**src/rtl/reg_file.sv**
```systemverilog
`default_nettype none
// ============================================================================
// Module   : reg_file
// Purpose  : Architectural register file with per-register rename tags,
//            commit bypass and ROB operand forwarding.
// Revision : 1.0 - initial release
// ============================================================================
module reg_file #(
    parameter int REG_ID_BIT    = 5,
    parameter int ROB_WIDTH_BIT = 4
) (
    input  logic                     clk_in,
    input  logic                     rst_in,
    input  logic                     rdy_in,
    input  logic                     rename_en,
    input  logic [REG_ID_BIT-1:0]    rename_rd,
    input  logic [ROB_WIDTH_BIT-1:0] rename_tag,
    input  logic [REG_ID_BIT-1:0]    rs1_id,
    input  logic [REG_ID_BIT-1:0]    rs2_id,
    output logic                     rs1_ready,
    output logic                     rs2_ready,
    output logic [31:0]              rs1_value,
    output logic [31:0]              rs2_value,
    output logic [ROB_WIDTH_BIT-1:0] rs1_dep,
    output logic [ROB_WIDTH_BIT-1:0] rs2_dep,
    output logic [ROB_WIDTH_BIT-1:0] rob_query1,
    output logic [ROB_WIDTH_BIT-1:0] rob_query2,
    input  logic                     rob_rs1_ready,
    input  logic                     rob_rs2_ready,
    input  logic [31:0]              rob_rs1_value,
    input  logic [31:0]              rob_rs2_value,
    input  logic                     commit_en,
    input  logic [REG_ID_BIT-1:0]    commit_rd,
    input  logic [ROB_WIDTH_BIT-1:0] commit_tag,
    input  logic [31:0]              commit_value,
    input  logic                     clear_all
);

    localparam int c_NUM_REGS = 1 << REG_ID_BIT;

    logic [31:0]              r_value [c_NUM_REGS];
    logic [ROB_WIDTH_BIT-1:0] r_tag   [c_NUM_REGS];
    logic [c_NUM_REGS-1:0]    r_busy;

    logic [1:0][REG_ID_BIT-1:0]    w_id;
    logic [1:0]                    w_rob_ready;
    logic [1:0][31:0]              w_rob_value;
    logic [1:0]                    w_ready;
    logic [1:0][31:0]              w_val;
    logic [1:0][ROB_WIDTH_BIT-1:0] w_dep;
    logic [1:0][ROB_WIDTH_BIT-1:0] w_query;
    logic                          w_commit_ok;
    logic                          w_rename_ok;
    logic                          w_commit_frees;

    assign w_id[0]        = rs1_id;
    assign w_id[1]        = rs2_id;
    assign w_rob_ready[0] = rob_rs1_ready;
    assign w_rob_ready[1] = rob_rs2_ready;
    assign w_rob_value[0] = rob_rs1_value;
    assign w_rob_value[1] = rob_rs2_value;

    // Read ports see only pre-edge state; a same-cycle rename is invisible.
    always_comb begin
        for (int p = 0; p < 2; p++) begin
            w_ready[p] = 1'b1;
            w_val[p]   = '0;
            w_dep[p]   = '0;
            w_query[p] = r_tag[w_id[p]];
            if (w_id[p] == '0) begin
                w_query[p] = '0;
            end else if (!r_busy[w_id[p]]) begin
                w_val[p] = r_value[w_id[p]];
            end else if (commit_en && (commit_tag == r_tag[w_id[p]])) begin
                w_val[p] = commit_value;
            end else if (w_rob_ready[p]) begin
                w_val[p] = w_rob_value[p];
            end else begin
                w_ready[p] = 1'b0;
                w_dep[p]   = r_tag[w_id[p]];
            end
        end
    end

    assign rs1_ready  = w_ready[0];
    assign rs2_ready  = w_ready[1];
    assign rs1_value  = w_val[0];
    assign rs2_value  = w_val[1];
    assign rs1_dep    = w_dep[0];
    assign rs2_dep    = w_dep[1];
    assign rob_query1 = w_query[0];
    assign rob_query2 = w_query[1];

    assign w_commit_ok = commit_en && (commit_rd != '0);
    assign w_rename_ok = rename_en && (rename_rd != '0);
    // A same-cycle rename of the committed register means a younger owner.
    assign w_commit_frees = w_commit_ok && (r_tag[commit_rd] == commit_tag) &&
                            !(w_rename_ok && (rename_rd == commit_rd));

    always_ff @(posedge clk_in or posedge rst_in) begin
        if (rst_in) begin
            r_busy <= '0;
            for (int i = 0; i < c_NUM_REGS; i++) begin
                r_value[i] <= '0;
                r_tag[i]   <= '0;
            end
        end else if (rdy_in) begin
            if (w_commit_ok) begin
                r_value[commit_rd] <= commit_value;
            end
            if (clear_all) begin
                r_busy <= '0;
                for (int i = 0; i < c_NUM_REGS; i++) begin
                    r_tag[i] <= '0;
                end
            end else begin
                if (w_commit_frees) begin
                    r_busy[commit_rd] <= 1'b0;
                end
                if (w_rename_ok) begin
                    r_busy[rename_rd] <= 1'b1;
                    r_tag[rename_rd]  <= rename_tag;
                end
            end
        end
    end

endmodule
`default_nettype wire

```
**config.mk**
```make
export PLATFORM = sky130hd
export DESIGN_NAME = reg_file
export DESIGN_NICKNAME = d
export VERILOG_FILES = /design/src/rtl/reg_file.sv
export SDC_FILE = /design/constraint.sdc
export NUM_CORES = 2
export LEC_CHECK = 0
export ABC_AREA = 0
export BUFFER_PORTS_ARGS = -buffer_cell sky130_fd_sc_hd__clkbuf_2
export CAP_MARGIN = 5
export CORE_UTILIZATION = 50
export CTS_CLUSTER_SIZE = 12
export DETAILED_ROUTE_END_ITERATION = 8
export PLACE_DENSITY = 0.67
export SLEW_MARGIN = 10
export SYNTH_ARGS = -nofsm -noshare
export SYNTH_HDL_FRONTEND = slang
export SYNTH_SLANG_ARGS = --single-unit
export TNS_END_PERCENT = 100
```
**constraint.sdc**
```tcl
create_clock -name clk_in -period 92.4 [get_ports clk_in]
set_input_delay 18.48 -clock clk_in [delete_from_list [all_inputs] [get_ports clk_in]]
set_output_delay 18.48 -clock clk_in [all_outputs]
set_load 0.05 [all_outputs]
```
==> parameters.txt <==
Parameter                              Value

Status
  Outcome ... complete, no violations

Final layout
  Share of layout cells above drive strength 1 ... 42.16%
  P&R area growth vs syn ... 10.22%
  Non-Filler Cell Area, Final ... 71990 sq um
  Final Util ... 55.59%
  Final standard cell count with taps included and fillers excluded ... 6604
  Area taken by multi-input logic gates ... 33660 sq um
  Sequential standard cell area ... 29630 sq um
  Net count of the finished layout ... 4889
  Fill cell count ... 10607

Timing
  Final count of pins violating max slew ... 0
  Worst-case clock skew ... 0.01329 ns
  Slew @ Worst Pin ... 1.204 ns
  Final cycle utilization of the critical path ... 46.28%
  Post-layout worst setup margin ... 49.63 ns
  Final period demand of the worst path ... 42.77 ns
  Final Hold Vio Count ... 0
  Headroom to the max-slew limit ... 18.92%
  Fmax ... 23.38 MHz
  Tightest hold margin ... 0.3929 ns
  Unrepaired setup endpoints after global routing ... false
  Setup violators final ... 0
  Setup TNS ... 0 ns

Die
  Floorplan Core Area ... 129500 sq um
  I/O pin count ... 214
  DIE WIDTH ... 363.4 um
  DIE AREA ... 132100 sq um
  Starting density of the core ... 50.44%
  Number of rows in the core area ... 132
  Die extent in y ... 363.4 um

Setup path
  Type of element launching the critical path ... primary input
  Critical setup path kind ... in -> out
  Signal arrival time at the worst endpoint ... 24.29 ns
  Kind of end point of the critical path ... primary output
  Worst path top cell family by delay ... buffers and inverters
  Crit-path max FO ... 84
  Biggest cell delay along the critical path ... 0.83 ns
  Cell repeated most along the worst path ... buf_4
  Slowest stage cell on the critical path ... buf_4
  Required time of the worst setup path ... 73.92 ns
  Cells along the critical path ... buf_8 > buf_4 > buf_4 > mux2i_1 > a22oi_1 > nand3_1 > o21ai_1 > o21ai_0 > nand3b_1 > buf_4 > o211ai_1 > a21oi_1 > clkbuf_2
  Number of buffers and inverters on the critical path ... 5

Place
  GPL Wtd Cong ... 0.9685
  Placed cell area ... 67550 sq um
  Setup WS pre-CTS ... 49.61 ns
  Number of I/O port buffers ... 213
  HPWL after detailed placement ... 124.1 mm
  DP Cell Count ... 6364

Clocking
  CTS root buffer ... clkbuf_16
  H-tree depth ... 4
  # resized after CTS ... 0
  Num Clock Sinks ... 1184
  Clk_lat worst skew ... 0.75 ns
  Post-CTS clock slew at the launch and capture registers of the worst setup and hold paths ... 0.05 ns
  CTS tree ... built
  Number of buffers created by CTS ... 133
  Number of setup buffers added after CTS ... 0
  Maximum count of clock buffers along a single path ... 3
  Quantity of hold-fixing buffers added after cts ... 0

Synthesis
  Most common library cells after synthesis ... 1184 x dfrtp_1, 802 x mux2_2, 672 x mux4_2
  Top FF cell, synth ... dfrtp_1
  Post-synth top area share ... 45.37%
  Number of unique standard cell types used by synthesis ... 55
  Instance count of the mapped netlist ... 4833
  Part of the Yosys area used for sequential elements ... 45.37%
  Post-synthesis cell area ... 65310 sq um
  Post-synth EDFFs ... 0
  Average instance area after synthesis ... 13.51 sq um
  Proportion of register bits with asynchronous set or reset after synthesis ... 100.0%
  Top area cells in the synthesized netlist ... dfrtp_1 45%, mux4_2 23%, mux2_2 14%
  Total of flip-flops plus latches after synthesis ... 1184
  Number of nets in the synthesized netlist ... 4965
  Largest area contributor in the netlist ... dfrtp_1
  Count leader, synth ... dfrtp_1
  Total number of yosys warnings ... 0

Global route
  Remaining global-route overflow ... 0
  Overall fraction of global-route tracks in use ... 33.28%
  First-pass GRT wire length ... 321.2 mm
  Vias in the first global route ... 46745
  Antenna violations before repair ... 11
  Largest net degree at the start of global routing ... 167

Route
  Number of violations reported at the end of detailed-routing iteration 0 ... 6315
  Post-detailed-route wirelength per cell ... 32.78 um
  Number of remaining DRC errors ... 0
  Antenna-violating nets left ... 0
  Final WL ... 216.5 mm
  Number of iterations in the first detailed-routing pass ... 8
  Detailed-route vias per instance ... 7.040
  Overall via count from detail_route ... 46493

Power
  Peak supply drop ... 0.01900 mV
  Power per cell area ... 19.72 nW/um^2
  Total power of the final layout ... 1.420 mW
  Total leakage power ... 30.91 nW

Min path
  Worst min-delay path class ... reg -> reg

Job
  Number of maximum-capacitance constraint violations ... 0
per-layer routing:
metal  wire length [um]  part of all wire, %  GRT usage [%]
met4               9339                  4.3          13.83
met5                 32                0.015              0
met2              97110                   45          49.00
met1              86620                   40          47.45
met3              23400                   11          8.100
sequential cells by signal, summed over array words and instances, names as in the netlist:
signal and count:
r_value 1024, r_tag 128, r_busy 32
cell usage in the layout, fill, tap and decap left out, drive strengths merged, types with 33 or more instances in the layout:
cell / count
dfrtp: 1184
mux2: 808
mux4: 672
clkbuf: 407
nand2: 368
o21ai: 332
nor2: 123
a22o: 108
buf: 102
a21oi: 85
o22ai: 79
inv: 57
mux2i: 43
a22oi: 41
a211oi: 41
nor4: 41
nand3b: 38
a31oi: 34
a221o: 33
o211ai: 33
logic make-up (layout without fill, tap and decap cells):
kind of cell	after synthesis	count (layout)	synth area share, %
AO/OA/AOI/OAI	831	831	8.165
XOR/XNOR	15	15	0.2012
buffers and inverters	571	596	3.565
flip-flops	1184	1184	45.37
multiplexers	1523	1523	37.76
other	0	4	0
AND/OR/NAND/NOR	709	709	4.937
power by group:
part | total [mW] | internal (mW) | switching, mW
logic | 0.256 | 0.124 | 0.132
registers | 0.621 | 0.577 | 0.0438
clock network | 0.542 | 0.319 | 0.223
layout make-up:
type / count / area share [%]
Antenna cell: 4 / 0.01390
Clock buffer: 201 / 5.557
Clock inverter: 35 / 0.5979
Inverter: 52 / 0.2833
Multi-Input combinational cell: 3078 / 46.76
Sequential cell: 1184 / 41.16
Tap cell: 1742 / 3.028
Timing Repair Buffer: 308 / 2.600
path summary, 6_finish.rpt:
check | start | end | slack [ns] | cells after the start
min in group asynchronous | rst_in | r_value[1020] | 17.95 | 2
min | r_value[1020] | r_value[1020] | 0.39 | 0
max in group asynchronous | rst_in | r_value[289] | 71.06 | 5
min reg2reg | r_value[1020] | r_value[1020] | 0.39 | 0
max | rs1_id[1] | rs1_value[31] | 49.63 | 13
max reg2reg | r_tag[45] | r_busy[12] | 88.81 | 7
Note: power is estimated with default switching activity, not from simulation.
